`config.mk`:
```
export PLATFORM = sky130hd
export DESIGN_NAME = gauss_frame_ctrl_flat
export DESIGN_NICKNAME = d
export VERILOG_FILES = /design/src/rtl/gauss_frame_ctrl_pkg.sv /design/src/rtl/gauss_frame_ctrl_if.sv /design/src/rtl/gauss_frame_ctrl_sync_delay_line.sv /design/src/rtl/gauss_frame_ctrl.sv /design/src/flat_wrapper.sv
export SDC_FILE = /design/constraint.sdc
export NUM_CORES = 1
export LEC_CHECK = 0
export CAP_MARGIN = 20
export CORE_MARGIN = 10
export CORE_UTILIZATION = 39
export CTS_BUF_LIST = sky130_fd_sc_hd__clkbuf_8
export CTS_CLUSTER_SIZE = 16
export DETAILED_ROUTE_END_ITERATION = 10
export RECOVER_POWER = 100
export SKIP_LAST_GASP = 1
export SYNTH_ARGS = -nofsm -noshare
export SYNTH_HDL_FRONTEND = slang
export SYNTH_SLANG_ARGS = --single-unit
```
`constraint.sdc`:
```
create_clock -name clk -period 2.2 [get_ports clk]
set_clock_uncertainty 0.15 [all_clocks]
set_input_delay 0.33 -clock clk [delete_from_list [all_inputs] [get_ports clk]]
set_output_delay 0.33 -clock clk [all_outputs]
set_load 0.02 [all_outputs]
```
`src/rtl/gauss_frame_ctrl_pkg.sv`:
```
// Shared types and constants for the Gaussian frame controller.
// Holds the FSM state enum, the RGB565 pixel type and border geometry.
package gauss_ctrl_pkg;

    typedef enum logic [1:0] {
        IDLE  = 2'd0,
        PRIME = 2'd1,
        RUN   = 2'd2
    } ctrl_state_t;

    typedef logic [15:0] rgb565_t;

    localparam int BORDER_COLS = 2;
    localparam int BORDER_ROWS = 2;

    // Sync + pixel bundle carried through the alignment delay line.
    typedef struct packed {
        logic    hs;
        logic    vs;
        logic    de;
        rgb565_t data;
    } vid_t;

    function automatic rgb565_t border_fill(
        input logic    black,
        input rgb565_t raw
    );
        return black ? 16'h0000 : raw;
    endfunction

endpackage

```
`src/rtl/gauss_frame_ctrl_if.sv`:
```
// Pixel stream bundle: raw input, filter result and aligned output.
// slave = controller side, master = source/sink side.
interface gauss_frame_ctrl_if;
    import gauss_ctrl_pkg::*;

    logic    in_hs;
    logic    in_vs;
    logic    in_de;
    rgb565_t in_data;
    rgb565_t flt_data;
    logic    out_hs;
    logic    out_vs;
    logic    out_de;
    rgb565_t out_data;

    modport slave (
        input  in_hs, in_vs, in_de, in_data, flt_data,
        output out_hs, out_vs, out_de, out_data
    );

    modport master (
        output in_hs, in_vs, in_de, in_data, flt_data,
        input  out_hs, out_vs, out_de, out_data
    );

endinterface

```
`src/rtl/gauss_frame_ctrl_sync_delay_line.sv`:
```
// Fixed-depth shift register aligning sync and raw pixel to the filter.
// Ports: clk, rst_n, i_d[W-1:0] in, o_q[W-1:0] out (DEPTH cycles later).
module sync_delay_line #(
    parameter int W     = 19,
    parameter int DEPTH = 4
) (
    input  logic         clk,
    input  logic         rst_n,
    input  logic [W-1:0] i_d,
    output logic [W-1:0] o_q
);

    logic [DEPTH-1:0][W-1:0] r_sr;

    always_ff @(posedge clk or negedge rst_n) begin
        if (!rst_n) begin
            r_sr <= '0;
        end else begin
            r_sr[0] <= i_d;
            for (int i = 1; i < DEPTH; i++) begin
                r_sr[i] <= r_sr[i-1];
            end
        end
    end

    assign o_q = r_sr[DEPTH-1];

endmodule

```
`src/rtl/gauss_frame_ctrl.sv`:
```
// Frame/line sequencer for the RGB565 3x3 Gaussian filter datapath.
// Ports: clk, rst_n, cfg_bypass, cfg_border, vif (pixel stream, slave),
//   lb_flush, row_cnt, col_cnt, state, err_len.
// Optional GAUSS_FRAME_STAT_EN adds frame_cnt[15:0] and line_total[9:0].
module gauss_frame_ctrl
    import gauss_ctrl_pkg::*;
#(
    parameter int   H_ACTIVE = 480,
    parameter int   V_ACTIVE = 272,
    parameter int   PIPE_DLY = 4,
    parameter logic VS_POL   = 1'b1
) (
    input  logic        clk,
    input  logic        rst_n,
    input  logic        cfg_bypass,
    input  logic        cfg_border,
    gauss_frame_ctrl_if.slave vif,
    output logic        lb_flush,
    output logic [9:0]  row_cnt,
    output logic [9:0]  col_cnt,
    output logic [1:0]  state,
    output logic        err_len
`ifdef GAUSS_FRAME_STAT_EN
    ,
    output logic [15:0] frame_cnt,
    output logic [9:0]  line_total
`endif
);

    localparam logic [9:0] LP_H     = 10'(H_ACTIVE);
    localparam logic [9:0] LP_VMAX  = 10'(V_ACTIVE - 1);
    localparam logic [9:0] LP_BCOLS = 10'(BORDER_COLS);
    localparam logic [9:0] LP_BROW  = 10'(BORDER_ROWS - 1);

    vid_t        w_din;
    vid_t        w_d;
    logic        w_fs;
    logic        w_de_fall;
    logic        w_bypass;
    logic        w_border;
    logic        w_border_px;
    logic [9:0]  w_row;
    logic [9:0]  w_col;
    ctrl_state_t w_state_eff;
    rgb565_t     w_pix;

    ctrl_state_t r_state;
    logic        r_vs_prev;
    logic        r_de_prev;
    logic        r_bypass;
    logic        r_border;
    logic        r_lb_flush;
    logic        r_err;
    logic [9:0]  r_row;
    logic [9:0]  r_col;
    logic        r_out_hs;
    logic        r_out_vs;
    logic        r_out_de;
    rgb565_t     r_out_data;
    logic [9:0]  r_row_o;
    logic [9:0]  r_col_o;

    assign w_din = {vif.in_hs, vif.in_vs, vif.in_de, vif.in_data};

    sync_delay_line #(
        .W     ($bits(vid_t)),
        .DEPTH (PIPE_DLY)
    ) u_dly (
        .clk   (clk),
        .rst_n (rst_n),
        .i_d   (w_din),
        .o_q   (w_d)
    );

    assign w_fs      = (w_d.vs == VS_POL) && (r_vs_prev != VS_POL);
    assign w_de_fall = r_de_prev && !w_d.de;

    // Frame start wins over everything else on the same cycle, so the
    // pixel at fs already sees the new config and row/col 0.
    assign w_bypass    = w_fs ? cfg_bypass : r_bypass;
    assign w_border    = w_fs ? cfg_border : r_border;
    assign w_row       = w_fs ? 10'd0 : r_row;
    assign w_col       = w_fs ? 10'd0 : r_col;
    assign w_state_eff = w_fs ? PRIME : r_state;

    assign w_border_px = (w_state_eff != RUN) || (w_col < LP_BCOLS);

    always_comb begin
        w_pix = vif.flt_data;
        if (w_bypass) begin
            w_pix = w_d.data;
        end else if (w_border_px) begin
            w_pix = border_fill(w_border, w_d.data);
        end
    end

    always_ff @(posedge clk or negedge rst_n) begin
        if (!rst_n) begin
            r_state <= IDLE;
        end else begin
            unique case (r_state)
                IDLE: begin
                    if (w_fs) r_state <= PRIME;
                end
                PRIME: begin
                    if (w_fs) begin
                        r_state <= PRIME;
                    end else if (w_de_fall && r_row == LP_BROW) begin
                        r_state <= RUN;
                    end
                end
                RUN: begin
                    if (w_fs) r_state <= PRIME;
                end
                default: r_state <= IDLE;
            endcase
        end
    end

    // Counters stay frozen in IDLE so row reads 0 until the first fs.
    always_ff @(posedge clk or negedge rst_n) begin
        if (!rst_n) begin
            r_vs_prev  <= VS_POL;
            r_de_prev  <= 1'b0;
            r_bypass   <= 1'b0;
            r_border   <= 1'b0;
            r_lb_flush <= 1'b0;
            r_err      <= 1'b0;
            r_row      <= '0;
            r_col      <= '0;
        end else begin
            r_vs_prev  <= w_d.vs;
            r_de_prev  <= w_d.de;
            r_lb_flush <= w_fs;
            if (w_fs) begin
                r_bypass <= cfg_bypass;
                r_border <= cfg_border;
                r_err    <= 1'b0;
                r_row    <= '0;
                r_col    <= w_d.de ? 10'd1 : 10'd0;
            end else if (r_state != IDLE) begin
                if (w_d.de) begin
                    r_col <= r_col + 10'd1;
                end else if (w_de_fall) begin
                    if (r_col != LP_H) r_err <= 1'b1;
                    r_col <= '0;
                    if (r_row != LP_VMAX) r_row <= r_row + 10'd1;
                end
            end
        end
    end

    always_ff @(posedge clk or negedge rst_n) begin
        if (!rst_n) begin
            r_out_hs   <= 1'b0;
            r_out_vs   <= 1'b0;
            r_out_de   <= 1'b0;
            r_out_data <= '0;
            r_row_o    <= '0;
            r_col_o    <= '0;
        end else begin
            r_out_hs   <= w_d.hs;
            r_out_vs   <= w_d.vs;
            r_out_de   <= w_d.de;
            r_out_data <= w_d.de ? w_pix : 16'h0000;
            r_row_o    <= w_row;
            r_col_o    <= w_d.de ? w_col : 10'd0;
        end
    end

`ifdef GAUSS_FRAME_STAT_EN
    logic [15:0] r_frame_cnt;
    logic [9:0]  r_lines;
    logic [9:0]  r_line_total;

    always_ff @(posedge clk or negedge rst_n) begin
        if (!rst_n) begin
            r_frame_cnt  <= '0;
            r_lines      <= '0;
            r_line_total <= '0;
        end else if (w_fs) begin
            r_frame_cnt  <= r_frame_cnt + 16'd1;
            r_line_total <= r_lines;
            r_lines      <= '0;
        end else if (r_state != IDLE && w_de_fall && r_lines != 10'h3FF) begin
            r_lines <= r_lines + 10'd1;
        end
    end

    assign frame_cnt  = r_frame_cnt;
    assign line_total = r_line_total;
`endif

    assign vif.out_hs   = r_out_hs;
    assign vif.out_vs   = r_out_vs;
    assign vif.out_de   = r_out_de;
    assign vif.out_data = r_out_data;
    assign lb_flush     = r_lb_flush;
    assign row_cnt      = r_row_o;
    assign col_cnt      = r_col_o;
    assign state        = r_state;
    assign err_len      = r_err;

endmodule

```
`src/flat_wrapper.sv`:
```
// flat-port wrapper written by rule: the top's interface ports become plain ports
module gauss_frame_ctrl_flat import gauss_ctrl_pkg::*;
#(
    parameter int   H_ACTIVE = 480,
    parameter int   V_ACTIVE = 272,
    parameter int   PIPE_DLY = 4,
    parameter logic VS_POL   = 1'b1
)
  (clk, rst_n, cfg_bypass, cfg_border, lb_flush, row_cnt, col_cnt, state, err_len, vif_in_hs, vif_in_vs, vif_in_de, vif_in_data, vif_flt_data, vif_out_hs, vif_out_vs, vif_out_de, vif_out_data);
  gauss_frame_ctrl_if vif_i ();
  input  logic clk;
  input  logic rst_n;
  input  logic cfg_bypass;
  input  logic cfg_border;
  output logic lb_flush;
  output logic [9:0] row_cnt;
  output logic [9:0] col_cnt;
  output logic [1:0] state;
  output logic err_len;
  input wire logic [$bits(vif_i.in_hs)-1:0] vif_in_hs;
  input wire logic [$bits(vif_i.in_vs)-1:0] vif_in_vs;
  input wire logic [$bits(vif_i.in_de)-1:0] vif_in_de;
  input wire logic [$bits(vif_i.in_data)-1:0] vif_in_data;
  input wire logic [$bits(vif_i.flt_data)-1:0] vif_flt_data;
  output wire logic [$bits(vif_i.out_hs)-1:0] vif_out_hs;
  output wire logic [$bits(vif_i.out_vs)-1:0] vif_out_vs;
  output wire logic [$bits(vif_i.out_de)-1:0] vif_out_de;
  output wire logic [$bits(vif_i.out_data)-1:0] vif_out_data;
  assign vif_i.in_hs = vif_in_hs;
  assign vif_i.in_vs = vif_in_vs;
  assign vif_i.in_de = vif_in_de;
  assign vif_i.in_data = vif_in_data;
  assign vif_i.flt_data = vif_flt_data;
  assign vif_out_hs = vif_i.out_hs;
  assign vif_out_vs = vif_i.out_vs;
  assign vif_out_de = vif_i.out_de;
  assign vif_out_data = vif_i.out_data;
  gauss_frame_ctrl #(.H_ACTIVE(H_ACTIVE), .V_ACTIVE(V_ACTIVE), .PIPE_DLY(PIPE_DLY), .VS_POL(VS_POL)) u_core (.clk(clk), .rst_n(rst_n), .cfg_bypass(cfg_bypass), .cfg_border(cfg_border), .vif(vif_i), .lb_flush(lb_flush), .row_cnt(row_cnt), .col_cnt(col_cnt), .state(state), .err_len(err_len));
endmodule
```
# Word level (Yosys, flattened, before mapping)
# Index checks and enable logic that the tools add are counted.
# W data, S select, Z words.
word_totals:
  in_bits: 39
  word_cells: 74
  reg_bits: 142
  output_inout_bits: 43
op_classes:
  n_eq_ne: 8
  addsub: 2
  reduce_logical: 16
  bitwise_logic: 1
  mux: 28
  order_cmp: 1
op_table:
  columns: ["cell", "count"]
  rows:
  - ["$mux W10", 12]
  - ["$mux W16", 4]
  - ["$add A10 B1 Y10 const B", 2]
  - ["$ne A10 B9 Y1 const B", 2]
  - ["$eq A10 B1 Y1 const B", 1]
  - ["$lt A10 B2 Y1 const B", 1]
  - ["$reduce_bool A2 Y1", 5]
  - ["$mux W1", 8]
  - ["$reduce_and A4 Y1", 2]
  - ["$mux W2", 3]
  - ["$pmux W2 S2", 1]
  - ["$logic_and A1 B1 Y1", 3]
  - ["$ne A3 B1 Y1 const B", 1]
  - ["$reduce_bool A3 Y1", 1]
  - ["$eq A2 B1 Y1 const B", 1]
  - ["$eq A2 B2 Y1 const B", 1]
  - ["$logic_not A2 Y1", 1]
  - ["$ne A2 B1 Y1 const B", 1]
  - ["$ne A2 B2 Y1 const B", 1]
  - ["$reduce_and A2 Y1", 1]
  - ["$reduce_or A2 Y1", 1]
  - ["$logic_not A1 Y1", 1]
  - ["$logic_or A1 B1 Y1", 1]
  - ["$not A1 Y1", 1]

# Logic depth before layout (Yosys ltp)
# Gate-level depths: netlist of the first run.
depth:
  ltp_word: 8
  ltp_mapped: 7
  ltp_nobuf: 6

# Cells and area by module
# From an unflattened synthesis of the first run, not the netlist that was laid out.
unflattened:
  cells_unflattened: 364
  hier_area_um2: 4938.5
modules_own_cells:
  columns: ["mod", "instances", "cells_each", "seq_area_each_um2", "area_per_inst_um2"]
  rows:
  - ["gauss_frame_ctrl", 1, 269, 1652.8, 2894.0]
  - ["sync_delay_line", 1, 95, 1901.8, 2044.5]

# Worst setup path after synthesis of the first run
# No wires, ideal clock.
synth_path:
  kind: "register to register"
  start: "reg u_core.r_vs_prev"
  end: "reg u_core.r_out_data[10] (netlist: u_core.vif.out_data[10])"
  setup_time_ns: 0.079
  path_stages_with_launch: 6
  setup_slack_ns: 0.340
  synth_period_minus_slack_ns: 1.860
  t_arrival_ns: 1.631
  path_buffers: 1
  required_time_ns: 1.971
  cell_sequence: "dfstp_2 > nand2b_1 > inv_1 > nor4_4 > buf_8 > mux2i_1"
synth_via:
  elab_chain_cells: 8
  elab_cells_between_ends: 13
  cone_classes: "order compare (1); eq/ne (1); mux (8); bitwise (1); reduce/logical (2)"
synth_lines:
  columns: ["item", "line_no", "source"]
  rows:
  - ["start: declaration", "gauss_frame_ctrl.sv:48", "logic r_vs_prev;"]
  - ["start signal: assignment", "gauss_frame_ctrl.sv:132", "r_vs_prev <= w_d.vs;"]
  - ["$not A1 Y1 (*)", "gauss_frame_ctrl.sv:75", "assign w_fs = (w_d.vs == VS_POL) && (r_vs_prev != VS_POL);"]
  - ["$logic_and A1 B1 Y1 (*)", "gauss_frame_ctrl.sv:75", null]
  - ["$mux W10 / $mux W2 (equally long branches)", "gauss_frame_ctrl.sv:83, gauss_frame_ctrl.sv:84", null]
  - ["$lt A10 B2 Y1 / $ne A2 B2 Y1 (equally long branches)", "gauss_frame_ctrl.sv:86", "assign w_border_px = (w_state_eff != RUN) || (w_col < LP_BCOLS);"]
  - ["$logic_or A1 B1 Y1", "gauss_frame_ctrl.sv:86", null]
  - ["$mux W16", "gauss_frame_ctrl.sv:92", "end else if (w_border_px) begin"]
  - ["$mux W16 (*)", "gauss_frame_ctrl.sv:90", "if (w_bypass) begin"]
  - ["$mux W16 (*)", "gauss_frame_ctrl.sv:165", "r_out_data <= w_d.de ? w_pix : 16'h0000;"]
  - ["end signal: assignment", "gauss_frame_ctrl.sv:165", null]
  - ["end: declaration", "gauss_frame_ctrl.sv:59", "rgb565_t r_out_data;"]
# Every way passes the cells marked *; elsewhere a longest branch is shown, timed or not.
# A chain may end at the register's enable or synchronous reset.

==> results of run 1 <==
-- through the flow --
stage | std cells | area, sq um | util, %
finish | 601 | 6180 | 51.5
global route | 601 | 6180 | 51.5
CTS | 601 | 6200 | 51.6
detailed placement | 568 | 5820 | 48.4
global placement | 568 | 5820 | 48.4
floorplan | 344 | 4790 | -
-- power breakdown --
part           internal [mW]  switching, mW
Sequential              2.77          0.104
Combinational          0.272          0.361
Clock                  0.843           1.12
-- final timing paths --
kind | to | cells past startpoint | slack [ns] | startpoint
max in group asynchronous | u_core.r_row[4]$_DFFE_PN0P_ | 3 | 0.33 | rst_n
setup / recovery | vif_out_de | 1 | 0.13 | u_core.r_de_prev$_DFF_PN0_
hold / removal | u_core.u_dly.o_q[16]$_DFF_PN0_ | 0 | 0.20 | u_core.u_dly.r_sr[54]$_DFF_PN0_
setup reg to reg | u_core.state[0]$_DFFE_PN0P_ | 6 | 0.17 | u_core.r_row[1]$_DFFE_PN0P_
min in group asynchronous | u_core.u_dly.r_sr[10]$_DFF_PN0_ | 2 | 0.48 | rst_n
hold reg to reg | u_core.u_dly.o_q[16]$_DFF_PN0_ | 0 | 0.20 | u_core.u_dly.r_sr[54]$_DFF_PN0_
-- cell usage in the layout, fill, tap and decap left out, types with 5 or more instances in the layout --
cell | Yosys | routed
clkbuf_8 | 0 | 17
and2_1 | 10 | 5
inv_8 | 0 | 6
nor2_1 | 19 | 19
dfrtp_1 | 141 | 141
a21oi_1 | 9 | 9
clkdlybuf4s50_1 | 0 | 20
dlygate4sd3_1 | 0 | 61
inv_6 | 0 | 6
nand2_1 | 47 | 47
and3_1 | 12 | 12
and2_0 | 0 | 5
nand3_1 | 6 | 6
mux2i_1 | 16 | 16
inv_1 | 6 | 6
o21ai_0 | 9 | 9
-- state kept, by name (all words and copies together), names as in the netlist --
register	cells
u_core.vif.out_hs	1
u_core.vif.out_data	16
u_core.vif.out_vs	1
u_core.err_len	1
u_core.row_cnt	10
u_core.state	2
u_core.r_col	10
u_core.r_vs_prev	1
u_core.r_border	1
u_core.col_cnt	10
u_core.r_de_prev	1
u_core.u_dly.o_q	19
u_core.lb_flush	1
u_core.r_row	10
u_core.r_bypass	1
u_core.u_dly.r_sr	57
-- final cells by class --
| cell class | instances | area share [%] |
|---|---|---|
| timing repair buffer | 89 | 14.5 |
| inverter | 6 | 0.364 |
| sequential | 142 | 57.5 |
| clock inverter | 15 | 2.27 |
| clock buffer | 17 | 3.79 |
| multi-input combinational | 185 | 18.6 |
| tap | 147 | 2.98 |
-- synthesized netlist by cell type (2+ instances only) --
cell | number | area, sq um
a2111oi_0 | 2 | 17.5
a211oi_1 | 2 | 15.0
a21oi_1 | 9 | 45.0
and2_1 | 10 | 62.6
and3_1 | 12 | 75.1
buf_2 | 2 | 10.0
clkbuf_1 | 5 | 18.8
dfrtp_1 | 141 | 3530
ha_1 | 4 | 50.1
inv_1 | 6 | 22.5
mux2_2 | 4 | 45.0
mux2i_1 | 16 | 160
nand2_1 | 47 | 176
nand2b_1 | 4 | 25.0
nand3_1 | 6 | 30.0
nand4_1 | 4 | 25.0
nor2_1 | 19 | 71.3
nor3_1 | 3 | 15.0
nor4_1 | 2 | 12.5
o21ai_0 | 9 | 45.0
or3_1 | 2 | 12.5
or4_1 | 3 | 22.5
xnor2_1 | 4 | 35.0
xor2_1 | 2 | 17.5
-- metal layers --
layer  global-route usage, %  vias to the layer above  routed length (microns)
li1                        -                     1363                        -
met1                    13.1                     1425                     3780
met2                    17.8                       89                     4400
met3                    4.79                       12                      671
met4                    4.97                        0                      142
met5                       0                        -                        0
-- cells by family (layout without fill, tap and decap cells) --
kind of cell | after synthesis | in the layout | share of synthesized area (%)
AO/OA/AOI/OAI | 33 | 33 | 4.44
XOR/XNOR | 6 | 6 | 1.10
adder cells (fa/ha/maj) | 4 | 4 | 1.04
buffers and inverters | 17 | 127 | 1.75
flip-flops | 142 | 142 | 74.2
multiplexers | 20 | 20 | 4.28
AND/OR/NAND/NOR | 122 | 122 | 13.2
==> reports/summary.md, run 1 <==
The run finished with clean final reports. The post-synthesis to final-layout area growth is 28.9%, and the clock sink count is 142. For the cell area after synthesis, the log shows 4790 sq um.

Synthesis produced 344 cells. The number of buffer and inverter stages on the critical path was 1. For the H-tree level count, the log shows 4.

Setup violations remaining at the end of the flow were counted as 0. The number of maximum-capacitance constraint violations came out at 0. The die area was 17,100 sq um; the shortest period the worst path allows was 2.07 ns.

STA classifies the critical path endpoint as an output pin. The design draws 5.48 mW. Global routing consumed, over all layers together, 11.2% of the routing resources. The register cell area after layout came out at 3550 sq um. The min-delay analysis places its worst path in the category flop to flop. STA puts the critical path data arrival time at 1.59 ns.

The post-synthesis register bit count came out at 142. Dividing the detail-routed wire length by the instance count gives 15.0 microns. The logs give 0 for the count of pins over their slew limit and 2,980 for the number of global-route vias before repair. Summing all multi-input logic gate instances after layout gives 1150 sq um. The wire length of the first global-routing pass came out at 14,600 microns.

At the end of routability-driven placement, the weighted congestion stood at 0.793. The tightest slew margin relative to the limit came out at 27.2%. During synthesis, Yosys emitted a total of 0 warnings. After synthesis, the mean cell area works out to 13.9 sq um. For the half-perimeter wire length after detailed placement, the log shows 6130 microns. For the worst-case setup slack after placement, the log shows 0.00650 ns.

For this run, asynchronously set or reset flops after synthesis account for 100%. CTS placed an instance of clkbuf_8 at the clock tree root. Based on the critical path, the design can be clocked at up to 483 MHz.

The number of hold-repair buffers added at the cts stage came out at 1. TritonCTS built the clock tree. After detailed routing, the number of vias per cell comes to 4.81. At the pin with the least slew margin, the transition time is 1.09 ns. Data on the critical path is required at its endpoint by 1.72 ns. The delay of the slowest cell on the worst path came out at 0.71 ns. The run gives 0.44 ns as the later-pin clock latency in the skew report. For this design the top-level I/O count stands at 82. Before antenna repair, the detailed router went through 4 iterations. Across the VDD grid, the largest voltage drop is 0.480 mV. The overall die height was 131 microns.

The smallest setup slack after layout is 0.131 ns, and the pin count of the biggest net entering global routing is 58. The post-CTS resize count was 0. The x dimension of the die works out to 131 microns. Number of antenna violations at the first check in global routing: 0.

The number of clock buffers added by TritonCTS is 17. Global routing finished with a remaining overflow of 0. Post-CTS timing repair inserted 0 buffers for setup.

The CTS clock-pin slew for the worst setup and hold paths was 0.09 ns; the count of buffers inserted at the top-level ports was 81. DRC marker count from the first detailed-route iteration: 237. The setup TNS was 0 ns.

The final-layout fill cell count was 1,054; the worst hold slack across all endpoints was 0.199 ns. The floorplan row count is 40. The region available for standard cell placement spans 12,000 sq um. Counting flops with a built-in enable in the synthesized netlist gives 0.

Setup repair after global routing left no endpoint under its margin. Once the floorplan was initialized, standard cells occupied 39.9% of the core. In the final layout, the share of cells above drive strength 1 is 11.2%. Power spread over the standard cell area amounts to 886 nW/um^2. The logs give 74.2% for the sequential area share after synthesis and 2 for the deepest clock path buffer count. On the critical path, the stage with the largest delay is an instance of dlygate4sd3_1. The worst setup path is launched from a flop. The number of DRC violations after detailed routing is 0.

The run gives 484 as the final net count. The critical path is of the flop to output pin type. The analysis attributes to cell leakage a power of 2.88 nW.

Largest fanout of any net on the critical path: 5. 0 antenna diodes ended up in the layout. For the routed wire length, the log shows 8990 microns. Grouping stages by cell kind, the critical path spends the most delay in buffers and inverters. Traced cell by cell, the critical path runs through dlygate4sd3_1. The number of hold-slack violations in the final timing report came out at 0. Post-route fraction of the period consumed by the critical path: 94.0%. The detailed router placed 2,889 vias in this run. The detail route stage leaves a number of antenna-violating nets equal to 0.

When the netlist entered floorplanning its net count stood at 387. Most common flop cell mapped by yosys: dfrtp_1. After synthesis, the netlist uses 50 different library cells.
No activity file was read; power rests on OpenSTA's default activity.
==> run 2, diff against run 1 <==
- ABC_CLOCK_PERIOD_IN_PS: unset -> 2200
==> results of run 2 <==
Final layout, timing and power as in run 1 (identical DEF).
==> run 3, diff against run 2 <==
- CORE_UTILIZATION: 39 -> 30
- SYNTH_HIERARCHICAL: unset -> 1
==> reports/summary.md, run 3 <==
The flow ran to the end, and the final reports show no timing, DRC or antenna violations. The slew of the pin with the lowest slew margin was 1.35 ns (was 1.09 ns); the average instance area after synthesis was 13.6 sq um (was 13.9 sq um). The logs give 6 (was 0) for the Yosys warning count and 0.43 ns (was 0.44 ns) for the later-pin clock latency in the skew report. The most common flop cell mapped by yosys was dfrtp_1 (unchanged).

The logs give 4.27 mW (was 3.89 mW) for the internal power contribution and 1,577 (was 1,054) for the final-layout fill cell count. The run gives 49.3% (was 52.6%) as the part of the total power dissipated in sequential elements. Library cell with the highest instance count after synthesis: dfrtp_1 (unchanged). The tools report the nature of the critical path endpoint as an output pin (unchanged).

The run gives 30.9% (was 39.9%) as the initial cell density of the core. The proportion of synthesized area in mux cells is 0.659% (was 4.28%), and the total power density per cell area is 939 nW/um^2 (was 886 nW/um^2). Register name with the most flops: u_core/u_dly/r_sr (was u_core.u_dly.r_sr). The final antenna-violating net count came out at 0 (unchanged).

The tools report the clock sink count as 142 (unchanged). For the deepest clock path buffer count, the log shows 2 (unchanged). The setup TNS was 0 ns (unchanged). The count of endpoints failing setup in the final report came out at 0 (unchanged). The total leakage power was 2.91 nW (was 2.88 nW). The startpoint-to-endpoint class of the critical path was flop to output pin (unchanged). The half-perimeter wire length after detailed placement is 6940 microns (was 6130 microns).

The boundary pin count is 82 (unchanged). The master cell of the clock root buffer is clkbuf_8 (unchanged). The final weighted congestion in routability-driven placement is 0.792 (was 0.793), and the switching power summed over all nets is 1.68 mW (was 1.59 mW). The worst endpoint data arrival time is 1.61 ns (was 1.59 ns). The flip-flop count of the largest register, all copies and words added was 57 (unchanged).

TritonCTS built the clock tree. The tools report the number of antenna violations at the first check in global routing as 1 (was 0). The tools report the sequential area share after synthesis as 72.0% (was 74.2%). The share of final-layout standard cells stronger than drive strength 1 was 11.9% (was 11.2%).

The post-synthesis to final-layout area growth works out to 28.3% (was 28.9%). Ordered cell list for the critical path: clkbuf_2 > clkdlybuf4s50_1 (was dlygate4sd3_1). The tools report the DRC marker count from the first detailed-route iteration as 142 (was 237). The library cell occupying the most area in the post-synthesis netlist was dfrtp_1 (unchanged).

The overall track demand over capacity in global routing was 9.52% (was 11.2%); the total vias in the final route was 2,879 (was 2,889). The pin count of the biggest net entering global routing was 62 (was 58); the post-route fraction of the period consumed by the critical path was 94.8% (was 94.0%). The overall die height was 148 microns (was 131 microns); the largest fanout of any net on the critical path was 7 (was 5). The share of synthesized registers carrying an async set or reset was 100% (unchanged); the floorplan core area was 16,000 sq um (was 12,000 sq um). Number of global-route vias before repair: 3,170 (was 2,980). The mean number of vias per cell is 4.25 (was 4.81). The type of the tightest min-delay check was flop to flop (unchanged).

Setup repair after global routing left no endpoint under its margin. The tools report the floorplan row count as 46 (was 40). The fraction of power spent switching nets is 28.2% (was 29.0%). The delay of the slowest cell on the worst path is 0.64 ns (was 0.71 ns). The fraction of power consumed by the clock network is 37.1% (was 35.9%).

The kind of start point of the critical path is a flop (unchanged). For the final net count, the log shows 491 (was 484). The worst-path cell with the longest stage delay is clkdlybuf4s50_1 (was dlygate4sd3_1). The cell area after layout was 6340 sq um (was 6180 sq um). The most common cell after layout, fill and taps aside is dfrtp_1 (unchanged). The run gives 4 (unchanged) as the first-pass iteration count of the detailed router. Worst hold slack across all endpoints: 0.195 ns (was 0.199 ns). The tightest slew margin relative to the limit is 9.77% (was 27.2%), and the post-synthesis register bit count is 142 (unchanged). The x dimension of the die is 148 microns (was 131 microns), and the shortest period the worst path allows is 2.09 ns (was 2.07 ns). The count of distinct cell types in the synthesized netlist is 48 (was 50), and the achievable frequency is 479 MHz (was 483 MHz). The simple-gate area share of the yosys netlist came out at 13.5% (was 13.2%). For the number of hold-slack violations in the final timing report, the log shows 0 (unchanged). The hold-critical path depth was 0 (unchanged); the routed wire length was 9840 microns (was 8990 microns).

The run gives 1.72 ns (about the same) as the critical path required time. The run gives 364 (was 344) as the number of instances in the synthesized netlist. Number of maximum-capacitance constraint violations: 0 (unchanged). The area share of xor/xnor cells in the synthesized design came out at 1.95% (was 1.10%). For the antenna diode instance count, the log shows 0 (unchanged).

Area contributors post-synth: dfrtp_1, buf_4, a21boi_1 (was dfrtp_1, nand2_1, mux2i_1). For the number of buffers inserted during clock tree synthesis, the log shows 17 (unchanged). The H-tree level count was 4 (unchanged); the remaining global-route overflow was 0 (unchanged). The depth of the worst register-to-register path is 5 (was 6), and the count of pins over their slew limit is 0 (unchanged). The relative contribution of combinational cells to total power was 13.6% (was 11.6%); the routed length per placed instance was 14.5 microns (was 15.0 microns).

The run gives 0 (unchanged) as the number of DRC violations after detailed routing. The area fraction of the dominant cell type after synthesis works out to 71.4% (was 73.6%). The dominant combinational cell family by area after synthesis was simple AND/OR/NAND/NOR gates (unchanged). The post-placement cell area is 5950 sq um (was 5820 sq um). The share of synthesized cell area in full adder, half adder and majority cells came out at 1.01% (was 1.04%).

Commonest cells after routing, fill and taps aside: dfrtp_1, dlygate4sd3_1, nand2_1 (unchanged). Leading post-synthesis cells by instance count: dfrtp_1, nand2_1, buf_4, nand3_1, nor2_1 (was dfrtp_1, nand2_1, nor2_1). Number of enable-type register cells in the synthesized netlist: 0 (unchanged). The CTS clock-pin slew for the worst setup and hold paths is 0.09 ns (about the same).

Worst voltage drop across the vdd grid: 0.378 mV (was 0.480 mV). The tools report the cell area after synthesis as 4940 sq um (was 4790 sq um). The wire length of the first global-routing pass was 16,300 microns (was 14,600 microns); the area fraction in compound gates after synthesis was 6.13% (was 4.44%). The tools report the die area as 22,000 sq um (was 17,100 sq um).

The count of buffers inserted at the top-level ports works out to 81 (unchanged). The run gives 407 (was 387) as the number of nets produced by synthesis.
==> run 3: kinds of logic after synthesis <==
group                      Yosys count
AOI/OAI and AO/OA                   43
xor gates and xnor gates            11
buffers and inverters               38
DFF                                142
and+or+nand+nor                    123
muxes                                3
adders and majority gates            4
==> run 3: final cells by class <==
class                      count  area (sq um)  area share [%]
inverter                       6          22.5           0.355
sequential                   142          3550            56.1
clock buffer                  18           248            3.91
tap                          216           270            4.27
clock inverter                14           188            2.96
multi-input combinational    184          1130            17.9
timing repair buffer          97           922            14.6
==> run 3: path summary, 6_finish.rpt <==
kind	slack, ns	from	end
max	0.11	u_core/state[1]$_DFFE_PN0P_	state[1]
min	0.19	u_core/u_dly/r_sr[52]$_DFF_PN0_	u_core/u_dly/o_q[14]$_DFF_PN0_
max reg2reg	0.15	u_core/u_dly/o_q[16]$_DFF_PN0_	u_core/r_row[6]$_DFFE_PN0P_
min reg2reg	0.19	u_core/u_dly/r_sr[52]$_DFF_PN0_	u_core/u_dly/o_q[14]$_DFF_PN0_
max in group asynchronous	0.34	rst_n	u_core/u_dly/r_sr[33]$_DFF_PN0_
min in group asynchronous	0.62	rst_n	u_core/u_dly/r_sr[25]$_DFF_PN0_
==> run 3: through the flow <==
stage	utilization (%)	power (mW)	instances	worst slack (ns)
detailed placement	37.2	3.87	644	0.158
global route	39.6	6.26	677	0.0150
CTS	39.9	6.12	677	0.100
finish	39.6	5.95	677	0.114
global placement	37.2	3.85	644	0.225
floorplan	-	3.43	364	0.348
==> run 3: per-layer routing <==
metal | global-route usage, % | vias up | share of wire, %
li1 | - | 1370 | -
met1 | 10.1 | 1418 | 40
met2 | 16.3 | 74 | 53
met3 | 3.82 | 17 | 5.6
met4 | 4.31 | 0 | 1.8
met5 | 0 | - | 0
==> run 3: worst max-delay path: cells and delay by family (launching register included) <==
kind / cells / cell delay [ns]
flip-flops: 1 / 0.35
buffers and inverters: 2 / 0.83
==> run 3: power groups by stage <==
stage	registers, mW	logic [mW]	clock network (mW)
after floorplan	3.07	0.360	0
after global placement	2.99	0.863	0
after detailed placement	2.99	0.880	0
after CTS	2.94	0.884	2.30
after global routing	2.96	0.899	2.39
final	2.93	0.809	2.21
==> run 3: timing repair <==
item	4_1_cts	5_1_grt
hold buffers	1	0
buffers inserted	0	0
endpoints found under the hold margin	56	0
gates resized for setup	0	0
